==> config.mk <==
export PLATFORM = sky130hd
export DESIGN_NAME = dac8_sample_sequencer
export DESIGN_NICKNAME = d
export VERILOG_FILES = /design/src/rtl/dac8_seq_pkg.sv /design/src/rtl/dac8_sample_fifo.sv /design/src/rtl/dac8_sample_sequencer.sv
export SDC_FILE = /design/constraint.sdc
export NUM_CORES = 1
export LEC_CHECK = 0
export ABC_AREA = 1
export ABC_CLOCK_PERIOD_IN_PS = 4500
export BUFFER_PORTS_ARGS = -buffer_cell sky130_fd_sc_hd__buf_2
export CAP_MARGIN = 40
export CORE_MARGIN = 4
export CORE_UTILIZATION = 45
export CTS_BUF_LIST = sky130_fd_sc_hd__clkbuf_8
export CTS_CLUSTER_DIAMETER = 30
export DETAILED_ROUTE_END_ITERATION = 8
export GPL_TIMING_DRIVEN = 1
export PLACE_DENSITY_LB_ADDON = 0.3
export SLEW_MARGIN = 20
export SYNTH_ARGS = -nofsm -noshare
export SYNTH_HDL_FRONTEND = slang
export SYNTH_SLANG_ARGS = --single-unit
==> constraint.sdc <==
create_clock -name UserCLK -period 4.5 [get_ports UserCLK]
set_input_delay 0.225 -clock UserCLK [delete_from_list [all_inputs] [get_ports UserCLK]]
set_output_delay 0.225 -clock UserCLK [all_outputs]
set_load 0.01 [all_outputs]
==> src/rtl/dac8_seq_pkg.sv <==
// Shared types and constants for the EF_DAC8 sample sequencer.
package dac8_seq_pkg;

  localparam int unsigned DAC8_W = 8;

  // Midscale code: the DAC output sits at the centre of its range while idle.
  localparam logic [DAC8_W-1:0] IDLE_CODE_DEF = 8'h80;

  typedef enum logic {
    SEQ_IDLE,
    SEQ_RUN
  } seq_state_e;

endpackage

==> src/rtl/dac8_sample_fifo.sv <==
// Synchronous sample FIFO with push, pop and flush, plus full/empty and an occupancy count.
module dac8_sample_fifo #(
  parameter int unsigned DEPTH  = 4,
  parameter int unsigned DATA_W = 8
) (
  input  logic                     i_clk,
  input  logic                     i_rst,
  input  logic                     i_push,
  input  logic                     i_pop,
  input  logic                     i_flush,
  input  logic [DATA_W-1:0]        i_wdata,
  output logic [DATA_W-1:0]        o_rdata,
  output logic                     o_full,
  output logic                     o_empty,
  output logic [$clog2(DEPTH):0]   o_level
);

  localparam int unsigned PTR_W = $clog2(DEPTH);

  logic [DATA_W-1:0] r_mem [DEPTH];
  logic [PTR_W-1:0]  r_wr_ptr;
  logic [PTR_W-1:0]  r_rd_ptr;
  logic [PTR_W:0]    r_level;
  logic              w_push;
  logic              w_pop;

  assign o_full  = (r_level == (PTR_W + 1)'(DEPTH));
  assign o_empty = (r_level == '0);
  assign o_level = r_level;
  assign o_rdata = r_mem[r_rd_ptr];

  assign w_push = i_push & ~o_full;
  assign w_pop  = i_pop & ~o_empty;

  always_ff @(posedge i_clk or posedge i_rst) begin
    if (i_rst) begin
      r_wr_ptr <= '0;
      r_rd_ptr <= '0;
      r_level  <= '0;
    end else if (i_flush) begin
      r_wr_ptr <= '0;
      r_rd_ptr <= '0;
      r_level  <= '0;
    end else begin
      if (w_push) r_wr_ptr <= r_wr_ptr + PTR_W'(1);
      if (w_pop)  r_rd_ptr <= r_rd_ptr + PTR_W'(1);
      unique case ({w_push, w_pop})
        2'b10:   r_level <= r_level + (PTR_W + 1)'(1);
        2'b01:   r_level <= r_level - (PTR_W + 1)'(1);
        default: r_level <= r_level;
      endcase
    end
  end

  // Storage needs no reset; occupancy alone defines which entries are live.
  always_ff @(posedge i_clk) begin
    if (w_push && !i_flush) r_mem[r_wr_ptr] <= i_wdata;
  end

endmodule

==> src/rtl/dac8_sample_sequencer.sv <==
// Paces buffered 8-bit samples onto the EF_DAC8 VALUE input at div+1 cycles per sample.
// Optional DAC8_SEQ_UNDERRUN_CNT_EN adds a saturating underrun_cnt output.
module dac8_sample_sequencer
  import dac8_seq_pkg::*;
#(
  parameter int unsigned       FIFO_DEPTH = 4,
  parameter int unsigned       DIV_W      = 16,
  parameter logic [DAC8_W-1:0] IDLE_CODE  = IDLE_CODE_DEF
) (
  input  logic                         UserCLK,
  input  logic                         RST,
  input  logic                         enable,
  input  logic [DIV_W-1:0]             div,
  input  logic [DAC8_W-1:0]            s_data,
  input  logic                         s_valid,
  output logic                         s_ready,
  output logic [DAC8_W-1:0]            VALUE,
  output logic                         sample_strobe,
  output logic                         underrun,
  output logic [$clog2(FIFO_DEPTH):0]  fifo_level
`ifdef DAC8_SEQ_UNDERRUN_CNT_EN
  ,
  output logic [15:0]                  underrun_cnt
`endif
);

  seq_state_e        r_state;
  logic [DIV_W-1:0]  r_cnt;
  logic [DAC8_W-1:0] r_value;
  logic              r_strobe;
  logic              r_underrun;

  logic              w_full;
  logic              w_empty;
  logic [DAC8_W-1:0] w_head;
  logic              w_tick;
  logic              w_flush;
  logic              w_push;
  logic              w_pop;

  // A counter already past a freshly lowered div ticks at once instead of wrapping.
  assign w_tick  = (r_state == SEQ_RUN) && enable && (r_cnt >= div);
  assign w_flush = (r_state == SEQ_RUN) && !enable;
  assign w_push  = s_valid & s_ready;
  assign w_pop   = w_tick & ~w_empty;

  assign s_ready       = ~w_full;
  assign VALUE         = r_value;
  assign sample_strobe = r_strobe;
  assign underrun      = r_underrun;

  dac8_sample_fifo #(
    .DEPTH  (FIFO_DEPTH),
    .DATA_W (DAC8_W)
  ) u_fifo (
    .i_clk   (UserCLK),
    .i_rst   (RST),
    .i_push  (w_push),
    .i_pop   (w_pop),
    .i_flush (w_flush),
    .i_wdata (s_data),
    .o_rdata (w_head),
    .o_full  (w_full),
    .o_empty (w_empty),
    .o_level (fifo_level)
  );

  always_ff @(posedge UserCLK or posedge RST) begin
    if (RST) begin
      r_state    <= SEQ_IDLE;
      r_cnt      <= '0;
      r_value    <= IDLE_CODE;
      r_strobe   <= 1'b0;
      r_underrun <= 1'b0;
    end else begin
      r_strobe   <= 1'b0;
      r_underrun <= 1'b0;
      unique case (r_state)
        SEQ_IDLE: begin
          if (enable) begin
            r_state <= SEQ_RUN;
            r_cnt   <= '0;
          end
        end
        SEQ_RUN: begin
          if (!enable) begin
            r_state <= SEQ_IDLE;
            r_value <= IDLE_CODE;
          end else if (w_tick) begin
            r_cnt <= '0;
            if (!w_empty) begin
              r_value  <= w_head;
              r_strobe <= 1'b1;
            end else begin
              r_underrun <= 1'b1;
            end
          end else begin
            r_cnt <= r_cnt + DIV_W'(1);
          end
        end
        default: r_state <= SEQ_IDLE;
      endcase
    end
  end

`ifdef DAC8_SEQ_UNDERRUN_CNT_EN
  logic [15:0] r_underrun_cnt;

  always_ff @(posedge UserCLK or posedge RST) begin
    if (RST) begin
      r_underrun_cnt <= '0;
    end else if (w_flush) begin
      r_underrun_cnt <= '0;
    end else if (w_tick && w_empty && (r_underrun_cnt != 16'hFFFF)) begin
      r_underrun_cnt <= r_underrun_cnt + 16'd1;
    end
  end

  assign underrun_cnt = r_underrun_cnt;
`endif

endmodule

# Word level (Yosys, flattened, before mapping)
# Memory sizes are Yosys's and may differ from the RTL's.
# Index checks and enable logic that the tools add are counted.
# word_totals
register_bits	34
mem_bits_ro	0
mem_bits_rw	32
in_bits	28
output_inout_bits	14
memories	1
latch_bits	0
# memory_table
name	depth	word_bits	read_ports	rd_ports_with_merged_regs	write_ports	line	source
u_fifo.r_mem	4	8	1	0	1	dac8_sample_fifo.sv:20	logic [DATA_W-1:0] r_mem [DEPTH];
# op_classes
add_sub_neg	5
n_mux	24
order_cmp	1
n_eq_ne	7
div_mod_pow	0
bitwise_logic	7
n_mul	0
n_shift	0
reduce_logical	12
# op_table
operator	n
$mux 16	3
$pmux 16 s2	1
$mux 8	3
$add 16x1->16 const B	1
$ge 16x16->1	1
$mux 1	11
$mux 2	4
$ne 2x2->1 const B	3
$pmux 3 s2	1
$add 2x1->2 const B	2
$and 1x1->1	4
$logic_and 1x1->1	4
$reduce_bool 2->1	2
$add 3x1->3 const B	1
$eq 3x3->1 const B	1
$logic_not 3->1	1
$mux 3	1
$not 1->1	3
$reduce_and 3->1	1
$reduce_bool 3->1	1
$sub 3x1->3 const B	1
$eq 2x1->1 const B	1
$eq 2x2->1 const B	1
$logic_not 1->1	2
other kinds (2)	2

# Depth between registers and ports, before layout
# depth
word_depth	7
ltp_mapped	19
mapped_depth_nobuf	19

# Hierarchy
# From an unflattened synthesis, not the netlist that was laid out.
# hier_totals
hier_cells	374
area_unflattened_um2	3480.8
# modules_own_cells
module	seq_area_each_um2	cells_each	area_each_um2	instances
dac8_sample_sequencer	676.9	230	1811.7	1
dac8_sample_fifo	1136.1	144	1669.1	1

# Least setup slack after synthesis
# No wires, ideal clock.
# synth_timing
kind	flip-flop to flip-flop
start	register r_cnt[11]
end	register u_fifo.r_level[2] (netlist: u_fifo.o_level[2])
setup_ns	0.126
arrival_ns	2.358
path_buffers	0
required_time_ns	4.374
stages_incl_launch_ff	14
setup_slack_ns	2.016
cell_sequence	dfrtp_1 ha_1 a21oi_1 o21ai_1 a21oi_2 nand2_2 nand3_2 inv_2 ha_1 fa_1 a21oi_1 o21ai_0 o21ai_0 a21oi_1
# synth_via
elab_chain_cells	7
elab_cells_between_ends	9
# synth_lines
element	line	source
start, declared	dac8_sample_sequencer.sv:28	logic [DIV_W-1:0] r_cnt;
start signal, assigned	dac8_sample_sequencer.sv:98	r_cnt <= r_cnt + DIV_W'(1);
$ge 16x16->1 *	dac8_sample_sequencer.sv:42	assign w_tick = (r_state == SEQ_RUN) && enable && (r_cnt >= div);
$logic_and 1x1->1 *	dac8_sample_sequencer.sv:42	
$and 1x1->1 *	dac8_sample_sequencer.sv:45	assign w_pop = w_tick & ~w_empty;
$and 1x1->1 *	dac8_sample_fifo.sv:33	assign w_pop = i_pop & ~o_empty;
$eq 2x1->1 / $eq 2x2->1 (equally long branches)	dac8_sample_fifo.sv:47	unique case ({w_push, w_pop})
$pmux 3 s2	dac8_sample_fifo.sv:47	
$mux 3	dac8_sample_fifo.sv:40	end else if (i_flush) begin
end signal, assigned	dac8_sample_fifo.sv:48	2'b10: r_level <= r_level + (PTR_W + 1)'(1);
end signal, assigned	dac8_sample_fifo.sv:49	2'b01: r_level <= r_level - (PTR_W + 1)'(1);
end signal, assigned	dac8_sample_fifo.sv:50	default: r_level <= r_level;
end, declared	dac8_sample_fifo.sv:23	logic [PTR_W:0] r_level;
# Every way passes the cells marked *; elsewhere a longest branch is shown, timed or not.
# A chain may end at the register's enable or synchronous reset.

# Worst setup path after layout
# layout_timing
start	register r_cnt[3]
end	register u_fifo.r_level[2] (netlist: u_fifo.o_level[2])
# Same word-level chain as after synthesis.

==> run summary <==
Status: finished clean
Core area: 7290 um^2
Die Footprint: 8980 um^2
Endpoint class of the critical path: flip-flop
Most frequent cells in the layout: 63 x nand2_1, 52 x inv_1, 41 x buf_2
Syn avg cell area: 9.46 um^2
Yosys cell types: 33
Largest net degree at the start of global routing: 35
Post-synthesis sequential area ratio: 53.5%
Chip Width: 94.8 um
EDFF count, synth: 32
Reg clk slew, reported paths: 0.09 ns
Leak: 1.88 nW
Tcrit/Tclk final: 63.8%
RSZ-0062 raised after global routing: false
Max Freq: 348 MHz
Arrival @ worst endpoint: 3.10 ns
Initial core utilization: 46.5%
Gate power share: 15.6%
TritonCTS clock tree: yes
Met3 Resource Use GR: 3.51%
Crit start category: flip-flop
GRT Residual Overflow: 0
Mux share of post-synthesis cell area: 0.295%
Total global-route track usage: 16.3%
Slew headroom: 47.0%
Area share of the largest cell type after synthesis: 28.4%
Sw frac: 30.0%
Slew Viols, Final: 0
Fin. Hold Viols: 0
DRC errors left: 0
FFs w/ async S/R, synth: 51.5%
Post-synthesis adder-cell area fraction: 8.71%
Critical Path RT: 4.72 ns
Ports: 42
Mapped Area: 3390 um^2
Die extent in y: 94.8 um
Most used DFF post-synth: dfrtp_1
Area fraction in compound gates after synthesis: 10.2%
Synth top area cells: edfxtp_1 28%, dfrtp_1 24%, ha_1 8.1%
H-Tree Depth: 3
Worst setup margin: 1.63 ns
Global-route wire length before repair: 11200 um
RePlAce Congestion: 0.959
TritonCTS buffer count: 9
Initial antenna violation count: 0
Clock buffer depth: 2
Core Rows: 31
Ant diodes: 0
Met1 Track Usage GR: 19.5%
Sw Pwr: 0.446 mW
Routing usage on met2: 27.7%
Largest family of logic cells by synthesized area: simple AND/OR/NAND/NOR gates
Setup TNS: 0 ns
Synthesis warning total: 0
DR pass1 iterations: 4
IO Port Bufs: 41
Crit path max fanout: 13
Fillers: 665
Setup violators final: 0
Number of global-route vias before repair: 2417
Syn nets: 409
Share of cells above drive strength 1: 18.0%
Nets: 458
Hold slack: 0.0837 ns
Max-Cap Viols: 0
Area growth from synthesis to layout: 15.7%
Clk_lat worst skew: 0.35 ns
Yosys reg bits: 66
Synth Area in Simple Gates: 18.8%
Overall routed net length: 6740 um
PwrDens: 380 nW/um^2
Clock power share: 34.8%
Via count: 2511
DR WL/cell: 13.2 um
Clk_skew: 0.0122 ns
Root buffer cell: clkbuf_8
Cell taking the most area after synthesis: edfxtp_1
GRT Max-Usage Layer: met2
Xor and xnor area share after synthesis: 1.55%
Routed vias/inst: 4.91
Pre-CTS WS: 1.63 ns
ANT nets after route: 0
Flop pwr share: 49.7%
Slew @ Worst Pin: 0.792 ns
Worst Hold Class: input port to flip-flop
DRT iter0 DRCs: 137
Peak VDD IR: 0.271 mV
HPWL after DPL: 4880 um
CP Class: flip-flop to flip-flop
P_int: 1.04 mW
# clock sinks: 66
Synth Instances: 358
Fin crit period: 2.87 ns
Most common cell after layout, fill and taps aside: nand2_1
cell families (layout without fill, tap and decap cells):
kind of cell    Yosys count  count (layout)
compound gates           63              63
xor+xnor                  6               6
fa+ha+maj                23              23
buf+inv                  61             115
flops                    66              66
mux                       1               1
simple gates            138             138
sequential cells by signal (all words and copies together) (netlist names):
register	cells
u_fifo.r_mem	32
r_cnt	16
VALUE	8
u_fifo.o_level	3
u_fifo.r_rd_ptr	2
u_fifo.r_wr_ptr	2
r_state	1
sample_strobe	1
underrun	1
area by class of cell:
type	count	area (um^2)	share of cell area [%]
sequential	66	1810	46.2
multi-input combinational	231	1340	34.1
timing repair buffer	45	238	6.06
inverter	54	203	5.17
clock buffer	9	124	3.16
tap	99	124	3.16
clock inverter	7	82.6	2.11
metrics by stage:
stage          total power, mW  instance area (um^2)  util, %  cells
3_5_place_dp             0.982                  3690     50.6    492
2_1_floorplan            0.896                  3390        -    358
4_1_cts                   1.50                  3910     53.6    509
6_report                  1.49                  3920     53.8    511
5_1_grt                   1.57                  3920     53.8    511
3_3_place_gp             0.971                  3690     50.6    492
power by group through the flow:
| stage | Clock, mW | Sequential (mW) | Combinational [mW] |
|---|---|---|---|
| 2_1_floorplan | 0 | 0.734 | 0.163 |
| 3_3_place_gp | 0 | 0.750 | 0.221 |
| 3_5_place_dp | 0 | 0.753 | 0.229 |
| 4_1_cts | 0.531 | 0.740 | 0.230 |
| 5_1_grt | 0.557 | 0.746 | 0.270 |
| 6_report | 0.518 | 0.739 | 0.231 |
cell usage after synthesis (2+ instances only):
cell	n
inv_1	52
dfrtp_1	33
nand2_1	63
a21oi_1	11
edfxtp_1	32
o22ai_1	12
nor3_1	5
clkbuf_1	5
o21ai_0	23
nor2_1	33
nand3_2	4
xor2_1	5
nand4_1	5
ha_1	22
o21ai_1	12
inv_2	2
nor3_4	2
nand3_1	22
layer usage:
metal,part of all wire [%],routed length [um]
met1,43,2920
met2,49,3340
met3,5.1,341
met4,2.1,144
met5,0,0
final timing paths:
| kind | startpoint | endpoint | slack [ns] | cells past startpoint |
|---|---|---|---|---|
| max in group asynchronous | RST | VALUE[7]$_DFFE_PP1P_ | 3.64 | 4 |
| hold reg to reg | VALUE[6]$_DFFE_PP0P_ | VALUE[6]$_DFFE_PP0P_ | 0.51 | 2 |
| min in group asynchronous | RST | r_cnt[14]$_DFFE_PP0P_ | 0.51 | 4 |
| hold / removal | s_data[5] | u_fifo.r_mem[1][5]$_DFFE_PP_ | 0.08 | 1 |
| setup reg to reg | r_cnt[3]$_DFFE_PP0P_ | u_fifo.o_level[2]$_DFFE_PP0P_ | 1.63 | 17 |
| setup / recovery | r_cnt[3]$_DFFE_PP0P_ | u_fifo.o_level[2]$_DFFE_PP0P_ | 1.63 | 17 |
critical path, cell delays in order (launching register included):
cell,delay (ns)
dfrtp_1,0.44
ha_1,0.32
nand2_1,0.08
nor2_1,0.05
nor2_1,0.07
nand2_1,0.06
nand2_1,0.05
nand2_1,0.06
nand2_1,0.12
nand2_2,0.08
nand3_2,0.20
inv_2,0.12
ha_1,0.25
fa_1,0.39
a21oi_1,0.12
o21ai_0,0.11
o21ai_0,0.15
a21oi_1,0.06
timing repair:
item	4_1_cts	5_1_grt
buffers inserted	0	0
hold endpoints to repair	33	0
hold buffers	1	0
resized for setup	0	0
Power figures use the tool's default switching activity.
